### src/rtl/c_element_array.sv
// c_element_array: LANES independent clocked generalised Muller C-elements.
// Each lane joins NIN inputs. The output switches to 1 once every input is 1
// and switches back to 0 once every input is 0. Mixed inputs hold the output.
// A change of agreement must persist FILTER extra cycles before the output flips.
//
// Ports:
//   clk     rising-edge clock
//   rst_n   synchronous active-low reset
//   in_i    LANES*NIN data inputs, lane k = in_i[k*NIN +: NIN]
//   set_i   per-lane synchronous force-to-1
//   clr_i   per-lane synchronous force-to-0 (wins over set_i)
//   o       lane outputs
//   rise_o  one-cycle pulse in the cycle o[k] first shows 1
//   fall_o  one-cycle pulse in the cycle o[k] first shows 0
//   all_o   every lane output is 1
//   none_o  every lane output is 0

// One C-element lane: output register, filter counter, edge pulses.
module c_element_lane #(
  parameter int   NIN    = 2,
  parameter int   FILTER = 0,
  parameter logic INIT   = 1'b0
) (
  input  logic           clk,
  input  logic           rst_n,
  input  logic [NIN-1:0] s,
  input  logic           set,
  input  logic           clr,
  output logic           o,
  output logic           rise,
  output logic           fall
);
  localparam logic [7:0] FLT = 8'(FILTER);

  logic [7:0] cnt, cnt_nxt;
  logic       o_nxt;
  logic       want;

  // want: the inputs unanimously disagree with the current output
  assign want = o ? ~|s : &s;

  always_comb begin
    o_nxt   = o;
    cnt_nxt = cnt;
    if (clr) begin
      o_nxt   = 1'b0;
      cnt_nxt = '0;
    end else if (set) begin
      o_nxt   = 1'b1;
      cnt_nxt = '0;
    end else if (!want) begin
      cnt_nxt = '0;
    end else if (cnt == FLT) begin
      o_nxt   = ~o;
      cnt_nxt = '0;
    end else begin
      cnt_nxt = cnt + 8'd1;
    end
  end

  always_ff @(posedge clk) begin
    if (!rst_n) begin
      o    <= INIT;
      cnt  <= '0;
      rise <= 1'b0;
      fall <= 1'b0;
    end else begin
      o    <= o_nxt;
      cnt  <= cnt_nxt;
      // pulses only on a real change, so set/clr that match o give none
      rise <= o_nxt & ~o;
      fall <= ~o_nxt & o;
    end
  end
endmodule

module c_element_array #(
  parameter int   LANES       = 4,
  parameter int   NIN         = 2,
  parameter int   SYNC_STAGES = 2,
  parameter int   FILTER      = 0,
  parameter logic INIT        = 1'b0
) (
  input  logic                 clk,
  input  logic                 rst_n,
  input  logic [LANES*NIN-1:0] in_i,
  input  logic [LANES-1:0]     set_i,
  input  logic [LANES-1:0]     clr_i,
  output logic [LANES-1:0]     o,
  output logic [LANES-1:0]     rise_o,
  output logic [LANES-1:0]     fall_o,
  output logic                 all_o,
  output logic                 none_o
);
  // an 8-bit counter cannot reach FILTER beyond 255
  if (FILTER < 0 || FILTER > 255) begin : g_bad_filter
    $error("c_element_array: FILTER must be in 0..255");
  end

  logic [LANES-1:0][NIN-1:0] s;

  if (SYNC_STAGES == 0) begin : g_nosync
    assign s = in_i;
  end else begin : g_sync
    logic [SYNC_STAGES-1:0][LANES*NIN-1:0] sync_q;
    always_ff @(posedge clk) begin
      if (!rst_n) begin
        sync_q <= '0;
      end else begin
        sync_q[0] <= in_i;
        for (int i = 1; i < SYNC_STAGES; i++) sync_q[i] <= sync_q[i-1];
      end
    end
    assign s = sync_q[SYNC_STAGES-1];
  end

  for (genvar k = 0; k < LANES; k++) begin : g_lane
    c_element_lane #(.NIN(NIN), .FILTER(FILTER), .INIT(INIT)) u_lane (
      .clk  (clk),
      .rst_n(rst_n),
      .s    (s[k]),
      .set  (set_i[k]),
      .clr  (clr_i[k]),
      .o    (o[k]),
      .rise (rise_o[k]),
      .fall (fall_o[k])
    );
  end

  assign all_o  = &o;
  assign none_o = ~|o;
endmodule

### config.mk
export PLATFORM = sky130hd
export DESIGN_NAME = c_element_array
export DESIGN_NICKNAME = d
export VERILOG_FILES = /design/src/rtl/c_element_array.sv
export SDC_FILE = /design/constraint.sdc
export NUM_CORES = 1
export LEC_CHECK = 0
export ABC_CLOCK_PERIOD_IN_PS = 2100
export CAP_MARGIN = 10
export CORE_MARGIN = 5
export CORE_UTILIZATION = 50
export DETAILED_ROUTE_END_ITERATION = 8
export GPL_TIMING_DRIVEN = 0
export PLACE_DENSITY_LB_ADDON = 0.08
export SLEW_MARGIN = 10
export SYNTH_ARGS = -nofsm -noshare
export SYNTH_HDL_FRONTEND = slang
export SYNTH_HIERARCHICAL = 1
export SYNTH_SLANG_ARGS = --single-unit
### constraint.sdc
create_clock -name clk -period 2.1 [get_ports clk]
set_clock_uncertainty 0.15 [all_clocks]
set_input_delay 0.42 -clock clk [delete_from_list [all_inputs] [get_ports clk]]
set_output_delay 0.42 -clock clk [all_outputs]
set_load 0.02 [all_outputs]
==> results of run 1 <==
[synthesized netlist by cell type (8+ instances only)]
master     count
nor4_1        21
nor4b_2        8
o21ai_0       16
xor2_1         8
nand2b_1       8
dfxtp_1       60
ha_1           8
a2111oi_2     12
and2_1        12
nand2_1        8
or3_1         12
and2_2        12
nand3_2        8
inv_1         16
[cells in the final DEF (no fill, tap or decap), types with 8 or more instances in the layout]
master and n:
dfxtp_1 56, clkdlybuf4s50_1 28, nor4_1 21, inv_1 16, o21ai_0 16, and2_2 12
and2_1 12, clkbuf_8 12, or3_1 12, a2111oi_2 12, nor4b_2 8, nand2b_1 8
nand3_2 8, nand2_1 8, xor2_1 8, ha_1 8
[layout make-up]
type | count | area (um2)
plain buffers | 9 | 46.3
clock buffers | 15 | 176
clock inverters | 1 | 5.00
fillers | 465 | 2080
inverters | 16 | 60.1
multi-input cells | 186 | 1500
flip-flops and latches | 60 | 1210
well taps | 72 | 90.1
repair buffers | 31 | 310
[metal layers]
metal,wire [um],vias to the layer above
li1,-,1097
met1,2670,1000
met2,2350,45
met3,322,6
met4,70,0
met5,0,-
[through the flow]
stage          utilization [%]  area (um2)  hold slack (ns)  instances  TNS, ns
2_1_floorplan                -        2810            0.262        271        0
3_3_place_gp              58.6        3210            0.267        374    -5.80
3_5_place_dp              58.6        3210            0.281        374    -6.30
4_1_cts                   62.0        3390            0.295        390        0
5_1_grt                   62.0        3400            0.306        390        0
6_report                  62.0        3400            0.294        390        0
[final timing paths]
kind,startpoint,depth (start not counted),slack (ns),to
worst max register to register,g_lane[1].u_lane/cnt[0],6,0.37,g_lane[1].u_lane/fall
worst max-delay path,g_lane[2].u_lane/o,1,0.12,o[2]
worst min-delay path,g_sync.sync_q[2],1,0.29,s[2]
worst min register to register,g_sync.sync_q[2],1,0.29,s[2]
[power groups by stage]
stage               Combinational [W]  Sequential [W]  Clock (W)
detailed placement           0.000160         0.00121          0
floorplan                   0.0000675         0.00121          0
finish                       0.000158         0.00118   0.000942
CTS                          0.000159         0.00118   0.000968
global placement             0.000160         0.00121          0
global route                 0.000173         0.00119    0.00102
[flip-flops by register name, summed over array words and instances, names as in the netlist]
signal and flops:
g_lane.u_lane/cnt 32, g_lane.u_lane/fall 4, g_lane.u_lane/o 4, g_lane.u_lane/rise 4, g_sync.sync_q 8, s 8
[kinds of logic (layout without fill, tap and decap cells)]
kind of cell	count (synthesis)	after routing	share of synthesized area [%]
xor+xnor	12	12	3.74
simple gates	110	110	28.9
compound gates	56	56	17.3
buf+inv	25	72	3.79
fa+ha+maj	8	8	3.56
flops	60	60	42.8
[repair_timing]
item	4_1_cts	5_1_grt
endpoints found under the setup margin	4	7
endpoints found under the hold margin	0	0
cloned	0	0
resized for setup	6	1
==> impl_results.md, run 1 <==
* RSZ-0062 raised after global routing: false
* Clock root buffer: clkbuf_8
* Post-DR wirelength/cell at 13.9 um
* CP Data Required Time at 1.53 ns
* Crit share post-route at 94.4%
* Crit path DAT at 1.41 ns
* Largest stage delay, worst path at 0.64 ns
* Global-route met1 utilization at 21.5%
* Post-Syn Area at 2810 um2
* Area added between synthesis and finish at 20.9%
* Max-slew violations at 0
* Logic gate share of total power at 6.9%
* Vias per inst at 5.51
* Delay-heaviest family, CP: buffers and inverters
* Fraction of registers with async set/reset at 0%
* Worst path slowest cell: clkdlybuf4s50_1
* Leak pwr at 1.09 nW
* Outcome: finished clean
* Cell internal pwr at 0.00177 W
* Die area at 7220 um2
* Setup Viol. Count Final at 0
* Max-cap check violation count at 0
* Switching power total at 0.000512 W
* Sequential power share at 51.8%
* Post-Place Worst Slack at -0.270 ns
* Number of synthesized flops with an enable pin at 0
* Site Rows at 27
* Initial antenna violation count at 0
* CTS Buf Count at 9
* CTS tree: yes
* Max Fclk at 0.504 GHz
* Slew @ Worst Pin at 0.814 ns
* WS Path Type: reg -> out
* Detail Placement HPWL at 3800 um
* Worst Setup End Kind: output pin
* CP Max Fanout at 11
* Cts hold-fix bufs at 0
* Die Y at 85.0 um
* HP Class: reg -> reg
* Worst-path clk slew at 0.06 ns
* Endpoints failing hold at 0
* Post-synth top flop: dfxtp_1
* Via count at 2148
* Max-slew headroom at 45.6%
* Worst path buffer plus inverter count at 1
* Initial DRT Pass Iterations at 4
* Gr busiest metal: met2
* Register area share after synthesis at 42.8%
* Area leader, netlist: dfxtp_1
* Port Buf Inserts at 31
* Syn avg cell area at 10.4 um2
* PwrDens at 672 nW/um2
* Buffer count from post-CTS setup fixing at 0
* Synth unique cells at 31
* Synth area leaders: dfxtp_1 (43%), a2111oi_2 (6.4%), nor4_1 (4.7%)
* Pwr Total at 0.00228 W
* Worst setup SP type: register
* H-Tree Depth at 3
* Post-Syn Instances at 271
* Yosys warning count at 6
* Post-route ant nets at 0
* Clock buffer depth at 2
* Synth top area share at 42.8%
* Final WL at 5420 um
* Post-route DRC at 0
* Clk_lat worst skew at 0.33 ns
* I/O Pins at 32
* Total Routing Usage GR at 16.1%
* # diodes at 0
* Global-route wire length before repair at 9340 um
* Core area at 5470 um2
* Synthesis-stage register bit count at 60
* Nets at 339
* Clock share of power at 41.3%
* Switch share at 22.4%
* Iter 0 DRT Violations at 67
* Grt ovf at 0
* Met3 Use GR at 6.12%
* GR Util met2 at 23.2%
* Die X at 85.0 um
* Largest net degree at the start of global routing at 24
* Vias in the first global route at 2025
* Max IR drop VDD at 401 uV
* Initial Utilization at 51.3%
* RePlAce Congestion at 0.765
* Num Clock Sinks at 60
* CP cell instances: clkdlybuf4s50_1
* Share of layout cells above drive strength 1 at 23.3%
* Final worst slack at 0.117 ns
* Mapped Nets at 297
* Fin crit period at 1.98 ns
(Power assumes the default switching activity.)
==> run 2, diff against run 1 <==
--- a/constraint.sdc
+++ b/constraint.sdc
@@ -3,3 +3,3 @@
 set_input_delay 0.42 -clock clk [delete_from_list [all_inputs] [get_ports clk]]
 set_output_delay 0.42 -clock clk [all_outputs]
-set_load 0.02 [all_outputs]
+set_load 0.005 [all_outputs]
==> run 2 against run 1 <==
Sequential power about the same. Wire length increased by 0.92%. Worst setup slack got worse by 0.039 ns. Utilization increased by 0.11 points. Clock power about the same. Critical path depth increased by 1. Maximum frequency decreased by 1.9%.
==> impl_results.md, run 2 (synthesized netlist as in run 1, its figures left out) <==
* Outcome: finished clean
* Post-route DRC at 0
* CP Data Required Time at 1.53 ns
* Die area at 7220 um2
* Iter 0 DRT Violations at 64
* PwrDens at 666 nW/um2
* Pwr Total at 0.00227 W
* Site Rows at 27
* Crit path DAT at 1.45 ns
* Worst Hold Path EP: s[4]
* Grt ovf at 0
* WS Path Type: reg -> out
* Worst Setup End Kind: output pin
* HP Class: reg -> reg
* Dpl cell area at 3210 um2
* RSZ-0062 raised after global routing: false
* Clock root buffer: clkbuf_8
* Leak pwr at 1.09 nW
* Final worst slack at 0.0779 ns
* Fin crit period at 2.02 ns
* Post-Place Worst Slack at -0.270 ns
* Vias per inst at 5.53
* Endpoints failing hold at 0
* Max-slew headroom at 47.3%
* Worst hold path depth at 1
* I/O Pins at 32
* Share of layout cells above drive strength 1 at 23.3%
* Worst-path clk slew at 0.06 ns
* Setup Viol. Count Final at 0
* Reg2Reg Setup Slack at 0.37 ns
* Num Clock Sinks at 60
* Final cell count without fillers at 390
* Die Y at 85.0 um
* Register bank with the most flops: g_lane.u_lane/cnt
* Via count at 2155
* R2R depth at 4
* Area added between synthesis and finish at 21.1%
* Max Fclk at 0.495 GHz
* CP Launch Point: g_lane[3].u_lane/o
* Post-DR wirelength/cell at 14.0 um
* Most common cell after layout, fill and taps aside: dfxtp_1
* Core area at 5470 um2
* CP Max Fanout at 11
* Largest net degree at the start of global routing at 24
* Filler Cells Inserted at 466
* Slew @ Worst Pin at 0.789 ns
* Cts hold-fix bufs at 0
* Post-route ant nets at 0
* Initial Utilization at 51.3%
* Total Routing Usage GR at 16.1%
* Crit share post-route at 96.3%
* Vias in the first global route at 2025
* Clock buffer depth at 2
* H-Tree Depth at 3
* Initial antenna violation count at 0
* Reg-to-reg startpoint: g_lane[2].u_lane/cnt[0]
* Max-slew violations at 0
* RePlAce Congestion at 0.765
* Port Buf Inserts at 31
* Final WL at 5470 um
* Highest-count cells in the layout ignoring fill and taps: dfxtp_1 (56), clkdlybuf4s50_1 (29), nor4_1 (21), inv_1 (16), o21ai_0 (16)
* Clk_lat worst skew at 0.33 ns
* Nets at 339
* Initial DRT Pass Iterations at 4
* CTS tree: yes
* CTS Buf Count at 9
* Max-cap check violation count at 0
* Max IR drop VDD at 399 uV
* Placed cells at 374
* Final instance area at 3400 um2
* Max reg flops at 32
* # diodes at 0
* Global-route wire length before repair at 9340 um
* Die X at 85.0 um
* Hold path start: g_sync.sync_q[4]
* Worst setup SP type: register
* Detail Placement HPWL at 3800 um
* FF-to-FF End: g_lane[2].u_lane/cnt[6]
[run 2: worst max-delay path: stages (launching register included)]
cell and delay, ns:
dfxtp_2 0.41, and4_1 0.21, clkdlybuf4s50_1 0.50
[run 2: worst max path at each step]
stage | endpoint | cells after the start
6_report | all_o | 2
5_1_grt | all_o | 2
4_1_cts | all_o | 2
3_5_place_dp | g_lane[2].u_lane/cnt[6] | 4
3_3_place_gp | g_lane[1].u_lane/cnt[3] | 4
2_1_floorplan | g_lane[0].u_lane/cnt[6] | 4
[run 2: through the flow]
| step | util (%) | TNS [ns] | hold WS, ns |
|---|---|---|---|
| floorplan | - | 0 | 0.262 |
| finish | 62.2 | 0 | 0.295 |
| CTS | 62.0 | 0 | 0.295 |
| detailed placement | 58.6 | -6.30 | 0.281 |
| global route | 62.2 | 0 | 0.306 |
| global placement | 58.6 | -5.80 | 0.267 |
[run 2: per-layer routing]
metal  wire length [um]  GRT usage (%)
met1               2690           21.5
met2               2450           23.2
met3                263           6.12
met4                 69           6.47
met5                  0              0
[run 2: layout make-up]
class / count / area (um2) / area share [%]
buffer: 9 / 46.3 / 1.36
clock buffer: 15 / 176 / 5.19
clock inverter: 1 / 5.00 / 0.147
inverter: 16 / 60.1 / 1.77
multi-input combinational: 186 / 1500 / 44.1
sequential: 60 / 1210 / 35.6
tap: 72 / 90.1 / 2.65
timing repair buffer: 31 / 312 / 9.16
[run 2: power breakdown]
group	internal (W)	total [W]	switching (W)
Combinational	0.0000820	0.000143	0.0000613
Sequential	0.00116	0.00118	0.0000192
Clock	0.000525	0.000943	0.000417
Total	0.00177	0.00227	0.000498
[run 2: repair_timing]
item                       CTS  global route
pin swaps                    0             0
buffers inserted             0             0
setup endpoints to repair    2             8
gates resized for setup      5             3
==> run 3, diff against run 2 <==
- ABC_CLOCK_PERIOD_IN_PS: 2100 -> 2600
- DONT_BUFFER_PORTS: default -> 1
- clock period: 2.1 -> 2.6 ns (I/O delays scaled with it)
==> run 3 against run 2 <==
Cell area fell by 8.3%. Total power fell by 15%. Combinational power fell by 56%. Sequential share of layout area rose by 2.9 points. First-iteration DRC count rose by 11%. Register-to-register slack improved by 0.48 ns.
==> impl_results.md, run 3 (synthesized netlist as in run 1, its figures left out) <==
* Delay-heaviest family, CP: flip-flops
* Met2 WL at 2170 um
* Initial Utilization at 51.3%
* Post-layout util at 57.0%
* Nets at 308
* Initial DRT Pass Iterations at 4
* Slew @ Worst Pin at 0.462 ns
* Die X at 85.0 um
* Area of the multi-input gates at 1500 um2
* Crit path DAT at 1.17 ns
* Die Y at 85.0 um
* Max Fclk at 0.544 GHz
* Vias per inst at 5.69
* Via count at 2047
* Resize count post-CTS at 0
* Max IR drop VDD at 613 uV
* Worst path slowest cell: dfxtp_1
* CP cell instances: nor4_1
* CP Launch Point: g_lane[1].u_lane/o
* Final WL at 5210 um
* Share of layout cells above drive strength 1 at 25.1%
* RSZ-0062 raised after global routing: false
* Max-slew violations at 0
* Post-DR wirelength/cell at 14.5 um
* Grt ovf at 0
* Site Rows at 27
* Cts hold-fix bufs at 0
* WL met1 at 2650 um
* Num Clock Sinks at 60
* Reg-to-reg startpoint: g_lane[1].u_lane/cnt[0]
* Buffer count from post-CTS setup fixing at 0
* Filler Cells Inserted at 494
* Port Buf Inserts at 0
* Pwr Total at 0.00193 W
* Clk_lat worst skew at 0.33 ns
* Core area at 5470 um2
* Most common cell after layout, fill and taps aside: dfxtp_1
* Setup TNS at 0 ns
* Met3 wire len at 290 um
* HP Class: in -> reg
* CTS tree: yes
* Register area at 1200 um2
* Max-slew headroom at 69.1%
* PwrDens at 620 nW/um2
* Area added between synthesis and finish at 11.0%
* Worst Setup End Kind: output pin
* Die area at 7220 um2
* Endpoints failing hold at 0
* Worst setup SP type: register
* Highest metal used: met4
* Iter 0 DRT Violations at 71
* RePlAce Congestion at 0.747
* Initial antenna violation count at 1
* Global-route wire length before repair at 9050 um
* Highest-count cells in the layout ignoring fill and taps: dfxtp_1 (60), nor4_1 (21), inv_1 (16), o21ai_0 (16)
* Vias in the first global route at 1952
* H-Tree Depth at 3
* Worst-path clk slew at 0.07 ns
* I/O Pins at 32
* Fin crit period at 1.84 ns
* Worst path buffer plus inverter count at 0
* Register bank with the most flops: g_lane.u_lane/cnt
* Crit share post-route at 70.7%
* Largest net degree at the start of global routing at 24
* Max-cap check violation count at 0
* Max reg flops at 32
* Total Routing Usage GR at 15.6%
* Hold path start: rst_n
* WS Path Type: reg -> out
* Clock buffer depth at 2
* Setup Viol. Count Final at 0
* CP Data Required Time at 1.93 ns
* Largest stage delay, worst path at 0.43 ns
* Post-route DRC at 0
* Post-route ant nets at 0
* CTS Buf Count at 9
* Leak pwr at 0.979 nW
* Outcome: finished clean
* CP Max Fanout at 11
* Detail Placement HPWL at 3610 um
* Clock root buffer: clkbuf_8
-- run 3: cell count changes in the layout (fill, tap and decap cells not counted), sizes merged --
cell,previous run,this run
clkdlybuf4s50,29,0
clkbuf,19,15
bufinv,0,2
clkinv,1,3
diode,0,1
dlygate4sd2,1,0
dlymetal6s2s,1,0
-- run 3: worst paths after layout --
check | end | slack, ns | cells past startpoint
worst max-delay path | none_o | 0.76 | 1
worst min-delay path | g_lane[1].u_lane/rise | 0.17 | 2
worst max register to register | g_lane[1].u_lane/cnt[6] | 0.85 | 4
worst min register to register | s[6] | 0.28 | 1
-- run 3: metrics by stage --
stage	area, um2	worst slack (ns)	hold WS, ns	std cells
after floorplan	2810	1.00	0.262	271
after global placement	2900	0.900	0.273	343
after detailed placement	2900	0.853	0.271	343
after CTS	3120	0.704	0.152	359
after global routing	3120	0.625	0.149	360
final	3120	0.763	0.168	360
-- run 3: report_power, final --
group	switching, W	internal [W]
Sequential	0.0000173	0.000939
Clock	0.000352	0.000561
Combinational	0.0000328	0.0000296
Total	0.000402	0.00153
-- run 3: per-layer routing --
metal	GRT usage (%)	up-vias
met5	0	-
met4	9.35	0
met2	21.7	35
met3	5.24	7
met1	20.6	957
li1	-	1048
-- run 3: final cells by class --
class	count	area share (%)
inverters	16	1.93
multi-input cells	186	48.2
well taps	72	2.89
clock buffers	11	4.53
flip-flops and latches	60	38.5
diodes	1	0.0803
clock inverters	5	2.41
plain buffers	9	1.48
